## src/rtl/mem_arb_pkg.sv

```systemverilog
// Shared types and widths for the fetch/data memory port arbiter.
package mem_arb_pkg;

  localparam int MEM_ADDR_W = 32;
  localparam int MEM_DATA_W = 32;
  localparam int RUN_W      = 4;

  typedef enum logic [1:0] {
    ARB_IDLE   = 2'd0,
    ARB_ACCESS = 2'd1,
    ARB_RESP   = 2'd2
  } arb_state_e;

  typedef enum logic {
    OWN_FETCH = 1'b0,
    OWN_DATA  = 1'b1
  } arb_owner_e;

endpackage

```

## src/rtl/mem_arb_select.sv

```systemverilog
// Winner select between fetch and data requesters, with a bounded run of
// back-to-back data grants so a waiting fetch cannot starve.
module mem_arb_select
  import mem_arb_pkg::*;
#(
  parameter int MAX_DATA_RUN = 4
) (
  input  logic clk,
  input  logic rst,
  input  logic grant_en,
  input  logic i_req,
  input  logic d_req,
  output logic i_gnt,
  output logic d_gnt
);

  localparam logic [RUN_W-1:0] RUN_MAX = RUN_W'(MAX_DATA_RUN);

  logic [RUN_W-1:0] run_q;
  logic [RUN_W-1:0] run_d;
  logic             fetch_turn;

  always_comb begin
    fetch_turn = i_req && (!d_req || (run_q == RUN_MAX));
    i_gnt      = grant_en && fetch_turn;
    d_gnt      = grant_en && d_req && !fetch_turn;
    run_d      = run_q;
    if (i_gnt) begin
      run_d = '0;
    end else if (d_gnt && (run_q != RUN_MAX)) begin
      run_d = run_q + RUN_W'(1);
    end
  end

  always_ff @(posedge clk) begin
    if (rst) begin
      run_q <= '0;
    end else begin
      run_q <= run_d;
    end
  end

endmodule

```

## src/rtl/mem_port_arbiter.sv

```systemverilog
// Shares one fixed-latency single-ported memory between instruction fetch and
// load/store; each transfer is grant, MEM_LAT access cycles, then one response.
module mem_port_arbiter
  import mem_arb_pkg::*;
#(
  parameter int ADDR_W       = MEM_ADDR_W,
  parameter int DATA_W       = MEM_DATA_W,
  parameter int MEM_LAT      = 1,
  parameter int MAX_DATA_RUN = 4
) (
  input  logic                clk,
  input  logic                rst,
  input  logic                i_req,
  input  logic [ADDR_W-1:0]   i_addr,
  output logic                i_gnt,
  output logic                i_rvalid,
  output logic [DATA_W-1:0]   i_rdata,
  input  logic                d_req,
  input  logic [DATA_W/8-1:0] d_we,
  input  logic [ADDR_W-1:0]   d_addr,
  input  logic [DATA_W-1:0]   d_wdata,
  output logic                d_gnt,
  output logic                d_rvalid,
  output logic [DATA_W-1:0]   d_rdata,
  output logic                mem_read,
  output logic [DATA_W/8-1:0] mem_write,
  output logic [ADDR_W-1:0]   mem_addr,
  output logic [DATA_W-1:0]   mem_in,
  input  logic [DATA_W-1:0]   mem_out
);

  localparam int         STRB_W   = DATA_W / 8;
  localparam logic [2:0] CNT_LAST = 3'(MEM_LAT - 1);

  arb_state_e          state_q, state_d;
  arb_owner_e          owner_q, owner_d;
  logic [2:0]          cnt_q, cnt_d;
  logic [ADDR_W-1:0]   addr_q, addr_d;
  logic [STRB_W-1:0]   we_q, we_d;
  logic [DATA_W-1:0]   wdata_q, wdata_d;
  logic [DATA_W-1:0]   i_rdata_q, i_rdata_d;
  logic [DATA_W-1:0]   d_rdata_q, d_rdata_d;
  logic                is_store;

  mem_arb_select #(
    .MAX_DATA_RUN(MAX_DATA_RUN)
  ) u_select (
    .clk      (clk),
    .rst      (rst),
    .grant_en ((state_q == ARB_IDLE) && !rst),
    .i_req    (i_req),
    .d_req    (d_req),
    .i_gnt    (i_gnt),
    .d_gnt    (d_gnt)
  );

  assign is_store = (owner_q == OWN_DATA) && (we_q != '0);

  always_comb begin
    state_d   = state_q;
    owner_d   = owner_q;
    cnt_d     = cnt_q;
    addr_d    = addr_q;
    we_d      = we_q;
    wdata_d   = wdata_q;
    i_rdata_d = i_rdata_q;
    d_rdata_d = d_rdata_q;
    case (state_q)
      ARB_IDLE: begin
        if (i_gnt || d_gnt) begin
          owner_d = d_gnt ? OWN_DATA : OWN_FETCH;
          addr_d  = d_gnt ? d_addr : i_addr;
          we_d    = d_gnt ? d_we : '0;
          // Store data only comes from the data port; a fetch leaves it alone.
          if (d_gnt) begin
            wdata_d = d_wdata;
          end
          cnt_d   = '0;
          state_d = ARB_ACCESS;
        end
      end
      ARB_ACCESS: begin
        cnt_d = cnt_q + 3'd1;
        if (cnt_q == CNT_LAST) begin
          cnt_d   = '0;
          state_d = ARB_RESP;
          if (!is_store) begin
            if (owner_q == OWN_FETCH) begin
              i_rdata_d = mem_out;
            end else begin
              d_rdata_d = mem_out;
            end
          end
        end
      end
      ARB_RESP: begin
        state_d = ARB_IDLE;
      end
      default: begin
        state_d = ARB_IDLE;
      end
    endcase
  end

  always_ff @(posedge clk) begin
    if (rst) begin
      state_q   <= ARB_IDLE;
      owner_q   <= OWN_FETCH;
      cnt_q     <= '0;
      addr_q    <= '0;
      we_q      <= '0;
      wdata_q   <= '0;
      i_rdata_q <= '0;
      d_rdata_q <= '0;
    end else begin
      state_q   <= state_d;
      owner_q   <= owner_d;
      cnt_q     <= cnt_d;
      addr_q    <= addr_d;
      we_q      <= we_d;
      wdata_q   <= wdata_d;
      i_rdata_q <= i_rdata_d;
      d_rdata_q <= d_rdata_d;
    end
  end

  always_comb begin
    mem_read  = (state_q == ARB_ACCESS) && !is_store;
    mem_write = ((state_q == ARB_ACCESS) && is_store) ? we_q : '0;
    mem_addr  = addr_q;
    mem_in    = wdata_q;
    i_rvalid  = (state_q == ARB_RESP) && (owner_q == OWN_FETCH);
    d_rvalid  = (state_q == ARB_RESP) && (owner_q == OWN_DATA);
    i_rdata   = i_rdata_q;
    d_rdata   = d_rdata_q;
  end

endmodule

```

## config.mk

```make
export PLATFORM = sky130hd
export DESIGN_NAME = mem_port_arbiter
export DESIGN_NICKNAME = d
export VERILOG_FILES = /design/src/rtl/mem_arb_pkg.sv /design/src/rtl/mem_arb_select.sv /design/src/rtl/mem_port_arbiter.sv
export SDC_FILE = /design/constraint.sdc
export NUM_CORES = 1
export LEC_CHECK = 0
export CAP_MARGIN = 20
export CELL_PAD_IN_SITES_DETAIL_PLACEMENT = 1
export CELL_PAD_IN_SITES_GLOBAL_PLACEMENT = 2
export CORE_UTILIZATION = 25
export CTS_CLUSTER_SIZE = 20
export DETAILED_ROUTE_END_ITERATION = 8
export PLACE_DENSITY = 0.94
export SLEW_MARGIN = 20
export SYNTH_ARGS = -nofsm -noshare
export SYNTH_HDL_FRONTEND = slang
export SYNTH_SLANG_ARGS = --single-unit
export TNS_END_PERCENT = 50
```

## constraint.sdc

```tcl
create_clock -name clk -period 3.55 [get_ports clk]
set_input_delay 0.71 -clock clk [delete_from_list [all_inputs] [get_ports clk]]
set_output_delay 0.71 -clock clk [all_outputs]
set_load 0.005 [all_outputs]
```

# After elaboration in Yosys (flattened, before gate mapping)
# Index checks and enable logic that the tools add are counted.
[word_totals]
regBits = 142
in_bits = 136
out_inout_bits = 137
wordCells = 57
[op_classes]
n_addsub = 2
eq_ne = 6
muxes = 10
n_bitwise = 2
reduce_logical = 28
[ops]
columns = ["op", "count"]
rows = [
  ["$mux 32", 1],
  ["$logic_and 1x1->1", 11],
  ["$mux 4", 2],
  ["$reduce_and 4->1", 2],
  ["$mux 3", 2],
  ["$pmux 3 s2", 1],
  ["$reduce_and 2->1", 3],
  ["$add 4x1->4 const B", 1],
  ["$eq 4x3->1 const B", 1],
  ["$logic_not 1->1", 4],
  ["$mux 2", 2],
  ["$ne 4x3->1 const B", 1],
  ["$pmux 2 s2", 1],
  ["$reduce_bool 4->1", 1],
  ["$add 3x1->3 const B", 1],
  ["$logic_not 3->1", 1],
  ["$reduce_and 3->1", 1],
  ["$eq 2x1->1 const B", 1],
  ["$eq 2x2->1 const B", 1],
  ["$logic_not 2->1", 1],
  ["$logic_or 1x1->1", 2],
  ["$ne 2x1->1 const B", 1],
  ["$ne 2x2->1 const B", 1],
  ["$not 1->1", 2],
  ["other kinds (3)", 3],
]

# Logic depth before layout (Yosys ltp)
# Gate-level depths: netlist (run 1).
[depth]
ltp_word = 8
mapped_depth = 7
mapped_depth_nobuf = 5

# By module
# Synthesis (run 1) repeated with hierarchy kept, for this count alone.
[hier_totals]
cells_unflattened = 646
area_unflattened_um2 = 6067.1
[modules_own_cells]
columns = ["mod", "instances", "cells_per_inst", "area_per_inst_um2", "seq_area_each_um2"]
rows = [
  ["mem_port_arbiter", 1, 618, 5825.6, 2762.6],
  ["mem_arb_select", 1, 28, 241.5, 80.1],
]

# Worst setup path after synthesis (run 1)
# No wires, ideal clock.
[synth_timing]
path_type = "input-to-output"
start = "input rst"
end = "output d_gnt"
arrival_time_ns = 1.679
required_ns = 2.840
path_slack_ns = 1.161
path_stages = 4
path_buffers = 2
cell_sequence = "buf_2 -> or4b_4 -> clkbuf_1 -> nor2_1"
[synth_between]
elab_chain_cells = 4
[synth_lines]
columns = ["element", "line_no", "text"]
rows = [
  ["start: declaration", "mem_port_arbiter.sv:12", "input logic rst,"],
  ["$logic_not 1->1", "mem_port_arbiter.sv:50", ".grant_en ((state_q == ARB_IDLE) && !rst),"],
  ["$logic_and 1x1->1", "mem_port_arbiter.sv:50", ""],
  ["$logic_and 1x1->1 (2 in series)", "mem_arb_select.sv:26", "d_gnt = grant_en && d_req && !fetch_turn;"],
  ["end: declaration", "mem_port_arbiter.sv:22", "output logic d_gnt,"],
]
# No other way between the ends.

# Worst setup path in the final report (run 1)
[layout_timing]
start = "input d_req"
end = "output d_gnt"
[layout_between]
elab_chain_cells = 5
word_cells_on_any_way = 6
classes_between = "reduce/logical (6)"
[layout_lines]
columns = ["element", "line_no", "text"]
rows = [
  ["start: declaration", "mem_port_arbiter.sv:18", "input logic d_req,"],
  ["$logic_not 1->1", "mem_arb_select.sv:24", "fetch_turn = i_req && (!d_req || (run_q == RUN_MAX));"],
  ["$logic_or 1x1->1", "mem_arb_select.sv:24", ""],
  ["$logic_and 1x1->1", "mem_arb_select.sv:24", ""],
  ["$logic_not 1->1", "mem_arb_select.sv:26", ""],
  ["$logic_and 1x1->1 (*)", "mem_arb_select.sv:26", ""],
]
# Mark *: on every way between the ends. The rest lies on a longest branch, timed or not.

==> results.md, run 1 <==
* Crit path kind: in2out
* RSZ-0062 raised after global routing: false
* DR vias at 6625
* Syn-to-layout area delta at 57.8%
* Power per cell area at approximately 440 mW/mm^2
* Worst min path class: reg2reg
* GPL Wtd Cong at between 0.7 and 0.8
* Synth Instances at approximately 720
* Skew-Pair Late Insertion Delay at approximately 0.42 ns
* Clock Skew at 0.00737 ns
* GR Overflow Total at 0
* Top Ports at approximately 270
* Antenna Nets Post-Route at 0
* Core area at 0.0236 mm^2
* Multi-input logic area at about 0.0027 mm^2
* WP data arrival at around 2.3 ns
* Die Footprint at roughly 0.025 mm^2
* Antenna violations before repair at 0
* Post-DR wirelength/cell at approximately 19 um
* Crit share post-route at 0.855
* CTS Buffer Depth at 2
* Worst Path Max Fanout at 2
* Startpoint Class: input port
* Cell area after synthesis at between 0.006 and 0.007 mm^2
* WP data required at roughly 2.8 ns
* Final worst path period need at approximately 3.0 ns
* Critical Path Sink Type: output port
* Drt drc at 0
* Global routing usage on met3 at 0.0682
* Final nets at between 1000 and 1500
* GRT Util Overall at 0.196
* Most frequent cells in the layout: clkdlybuf4s50_1, dfxtp_1, a21oi_1, nand3_1, o21ai_0
* Post-synth ARST share at 0
* Max Clk Rate at between 300 and 400 MHz
* Cell variety after synth at 42
* Filler Cell Count at around 2800
* Largest net degree at the start of global routing at between 70 and 80
* DR pass1 iterations at 6
* Slew HR at 0.457
* Hold Fails Final Rpt at 0
* Initial drt markers at between 300 and 400
* Port-buffer cells at 272
* Most used DFF post-synth: dfxtp_1
* Commonest non-fill, non-tap cell in the layout: clkdlybuf4s50_1
* Final Max Tran Viols at 0
* Outcome: complete, no violations
* GR peak layer: met2
* Row count at between 50 and 60
* Leak at between 3 and 4 nW
* Reg area at around 0.0028 mm^2
* Num CTS Buffers at 17
* Post-DP HPWL at ~16000 um
* Layout cells sized above 1 at 0.0676
* Sequential share of the synthesized area at 0.470
* Synth Register Bits at ~140
* CTS clock-pin slew for the worst setup and hold paths at ~0.070 ns
* Overall power at 0.00423 W
* Total Neg Setup Slack at 0 ns
* # Post-CTS Setup Buffers at 0
* First-pass GRT wire length at between 30000 and 40000 um
* Die width at roughly 160 um
* Vias per inst at 5.17
* Num Clock Sinks at between 100 and 150
* Hold Slack at roughly 0.47 ns
* Vias in the first global route at 6915
* Post-synth EDFFs at 0
* Die H at 158 um
* Max VDD drop at ~0.27 mV
* DRT Wirelength at 24200 um
* Met2 track demand over resource at 0.324
* Grt met1 use at 0.231
* Setup violations, final at 0
* CTS Hold Buffers Added at 0
* # Max-Cap Violations at 0
* Synth warn at 0
* Mapped Avg Cell Area at 8.36 um^2
* Slew @ Worst Pin at just over 0.8 ns
* H-tree depth at 4
* # resized after CTS at 0
* Post-synth net total at 864
* Diodes inserted at 0
* CTS Root Cell: clkbuf_16
* CTS tree: yes
* Initial core utilization at 0.256
==> sequential cells by signal, summed over array words and instances (netlist names) <==
name,cells
u_select.run_q,4
i_rdata,32
d_rdata,32
cnt_q,3
owner_q,1
mem_in,32
state_q,2
we_q,4
mem_addr,32
==> report_power, final <==
group          total, W  leakage (nW)  internal [W]  switching, W
Sequential      0.00175          1.16       0.00169     0.0000594
Combinational  0.000741          1.86      0.000394      0.000348
Clock           0.00174         0.260      0.000975      0.000760
==> worst paths after layout <==
| check | start | to | slack (ns) | cells after the start |
|---|---|---|---|---|
| setup / recovery | d_req | d_gnt | 0.51 | 4 |
| hold / removal | d_rdata[10] | d_rdata[10] | 0.47 | 2 |
| setup reg to reg | state_q[0] | mem_addr[15] | 1.40 | 4 |
| hold reg to reg | d_rdata[10] | d_rdata[10] | 0.47 | 2 |
==> critical path, cell delays in order <==
cell	delay [ns]
clkdlybuf4s50_1	0.47
or4b_4	0.47
nor2_1	0.12
clkdlybuf4s50_1	0.55
==> routing by layer <==
metal  share of wire  wire length [um]  up-vias
li1                -                 -     3119
met1            0.43             10300     3268
met2            0.48             11500      202
met3           0.071              1720       36
met4           0.026               639        0
met5               0                 0        -
==> cells in the mapped netlist, drive strengths merged, types with 3 or more instances <==
library cell,n,area [um^2]
o31ai,32,240
buf,22,125
nand3,72,360
a2111oi,33,308
nor4b,3,32.5
ha,4,50.1
a21oi,136,681
dfxtp,142,2840
o211ai,3,22.5
inv,40,150
o21ai,68,340
nor3,35,175
nor2,5,21.3
nor2b,3,18.8
nand4,32,200
clkbuf,64,240
and2,4,25.0
==> through the flow <==
step           cell area [um^2]  std cells  utilization  setup slack [ns]
2_1_floorplan              6050        724            -              1.16
3_3_place_gp               8990       1249        0.381             0.500
3_5_place_dp               8990       1249        0.381             0.514
4_1_cts                    9550       1281        0.405             0.473
5_1_grt                    9550       1281        0.405             0.365
6_report                   9550       1281        0.405             0.515
==> logic make-up after synthesis <==
logic type / count (synthesis) / synth area share
and+or+nand+nor: 173 / 0.164
DFF: 142 / 0.470
adders and majority gates: 4 / 0.00827
AOI/OAI and AO/OA: 279 / 0.273
buffers and inverters: 126 / 0.0851
==> final cells by class <==
cell class	instances	area share
Clock buffer	18	0.0449
Clock inverter	14	0.0140
Inverter	40	0.0157
Multi-Input combinational cell	456	0.286
Sequential cell	142	0.298
Tap cell	319	0.0418
Timing Repair Buffer	292	0.300
Power figures use the tool's default switching activity.
==> inputs of run 2 (changes only) <==
CTS_CLUSTER_DIAMETER = 120   (was default)
==> results of run 2 <==
The final DEF is identical to that of run 1; final timing and power are the same.
==> inputs of run 3 (changes only) <==
RECOVER_POWER = 50   (was default)
==> run 3 against run 2 <==
  * Final area barely moved
  * Non-clock buffer count did not move
  * Critical path depth did not move
  * The flow now finishes with violations (max-capacitance violations, max-slew violations)
  * Worst setup slack got worse by 0.0012 ns
==> results.md, run 3 (same netlist as run 1, synthesis figures left out) <==
* Startpoint Class: input port
* Antenna violations before repair at 0 (unchanged)
* Hold Fails Final Rpt at 0 (unchanged)
* Max Clk Rate at 329 MHz (about the same)
* Die width at 158 um (unchanged)
* CTS tree: yes
* DR pass1 iterations at 6 (unchanged)
* Slew @ Worst Pin at 1.71 ns (+0.892 ns)
* First-pass GRT wire length at 37800 um (unchanged)
* Critical Path Sink Type: output port
* Top Ports at 273 (unchanged)
* Syn-to-layout area delta at 57.7% (about the same)
* Num Clock Sinks at 142 (unchanged)
* Vias per inst at 5.19 (+0.35%)
* Worst Path Max Fanout at 2 (unchanged)
* Crit share post-route at 0.855 (about the same)
* # Max-Cap Violations at 2 (+2)
* DR vias at 6648 (+0.35%)
* Initial drt markers at 331 (+2.2%)
* Port-buffer cells at 272 (unchanged)
* Core area at 0.0236 mm^2 (unchanged)
* GPL Wtd Cong at 0.741 (unchanged)
* DRT Wirelength at 24100 um (-0.40%)
* H-tree depth at 4 (unchanged)
* GRT Util Overall at 0.196 (unchanged)
* Worst min path class: reg2reg
* Final Cell Area at 0.00955 mm^2 (about the same)
* Num CTS Buffers at 17 (unchanged)
* Outcome: finished, violations left
* Fraction of power consumed by the clock network at 0.413 (+0.003)
* CTS clock-pin slew for the worst setup and hold paths at 0.07 ns (about the same)
* Slew HR at -0.137 (-0.595)
* Failing checks: max-capacitance violations, max-slew violations
* Total Neg Setup Slack at 0 ns (unchanged)
* # resized after CTS at 0 (unchanged)
* Initial core utilization at 0.256 (unchanged)
* Skew-Pair Late Insertion Delay at 0.42 ns (about the same)
* GR Overflow Total at 0 (unchanged)
* Die Footprint at 0.0248 mm^2 (unchanged)
* WP data required at 2.84 ns (about the same)
* Leak at 3.51 nW (+7.1%)
* Most frequent cells in the layout: clkdlybuf4s50_1, dfxtp_1, a21oi_1, dlygate4sd3_1, nand3_1
* Placement Cell Area at 0.00899 mm^2 (unchanged)
* Post-DR wirelength/cell at 18.8 um (-0.40%)
* Max VDD drop at 0.269 mV (about the same)
* NetSw at 0.00116 W (-0.41%)
* Final Max Tran Viols at 67 (+67)
* Switch share at 0.277 (+0.000739)
* Seq pwr share at 0.417 (+0.003)
* Largest net degree at the start of global routing at 76 (unchanged)
* Post-DP HPWL at 15900 um (unchanged)
* Multi-input logic area at 0.00273 mm^2 (unchanged)
* Filler Cell Count at 2758 (unchanged)
* RSZ-0062 raised after global routing: false
* Drt drc at 0 (unchanged)
* WP data arrival at 2.33 ns (about the same)
* Power per cell area at 440 mW/mm^2 (-0.60%)
* Final worst path period need at 3.04 ns (+0.00121 ns)
* Layout cells sized above 1 at 0.0644 (-0.00312)
* CTS Root Cell: clkbuf_16
* Clock Skew at 0.00712 ns (-0.000247 ns)
* Setup violations, final at 0 (unchanged)
* CTS Hold Buffers Added at 0 (unchanged)
* Diodes inserted at 0 (unchanged)
* Antenna Nets Post-Route at 0 (unchanged)
* Die H at 158 um (unchanged)
* Reg area at 0.00284 mm^2 (unchanged)
* Final nets at 1089 (unchanged)
* Vias in the first global route at 6915 (unchanged)
* Crit path kind: in2out
* Row count at 56 (unchanged)
* Combinational Power Share at 0.171 (-0.004)
* CTS Buffer Depth at 2 (unchanged)
* # Post-CTS Setup Buffers at 0 (unchanged)
* Int Power at 0.00304 W (-0.78%)
* Commonest non-fill, non-tap cell in the layout: clkdlybuf4s50_1
-- run 3: metrics by stage --
stage	total power, W	util	hold slack (ns)	std cells	setup WS (ns)
finish	0.00420	0.404	0.467	1281	0.514
global placement	0.00251	0.381	0.452	1249	0.500
detailed placement	0.00253	0.381	0.464	1249	0.514
CTS	0.00429	0.405	0.473	1281	0.473
floorplan	0.00207	-	0.460	724	1.16
global route	0.00442	0.404	0.490	1281	0.365
-- run 3: layout make-up --
class / instances / share of cell area
Clock buffer: 18 / 0.0450
Clock inverter: 14 / 0.0140
Inverter: 40 / 0.0157
Multi-Input combinational cell: 456 / 0.286
Sequential cell: 142 / 0.298
Tap cell: 319 / 0.0418
Timing Repair Buffer: 292 / 0.300
-- run 3: final timing paths --
path          startpoint     endpoint  slack [ns]  cells after the start
max                d_req        d_gnt        0.51                      4
min          d_rdata[10]  d_rdata[10]        0.47                      2
max reg2reg   state_q[0]  d_rdata[20]        0.77                      4
min reg2reg  d_rdata[10]  d_rdata[10]        0.47                      2
-- run 3: power groups by stage --
stage                     clock (W)  combinational [W]  sequential (W)
after floorplan                   0           0.000283         0.00178
after global placement            0           0.000731         0.00178
after detailed placement          0           0.000745         0.00179
after CTS                   0.00179           0.000750         0.00175
after global routing        0.00188           0.000779         0.00176
final                       0.00173           0.000717         0.00175
-- run 3: worst max-delay path, cell delays in order --
cell             delay [ns]
clkdlybuf4s50_1        0.47
or4b_4                 0.47
nor2_1                 0.12
clkdlybuf4s50_1        0.55
-- run 3: layer usage --
layer / vias to the layer above / wire (um) / part of all wire / track usage
li1: 3119 / - / - / -
met1: 3293 / 10200 / 0.42 / 0.231
met2: 200 / 11500 / 0.48 / 0.324
met3: 36 / 1700 / 0.071 / 0.0682
met4: 0 / 639 / 0.027 / 0.0767
met5: - / 0 / 0 / 0
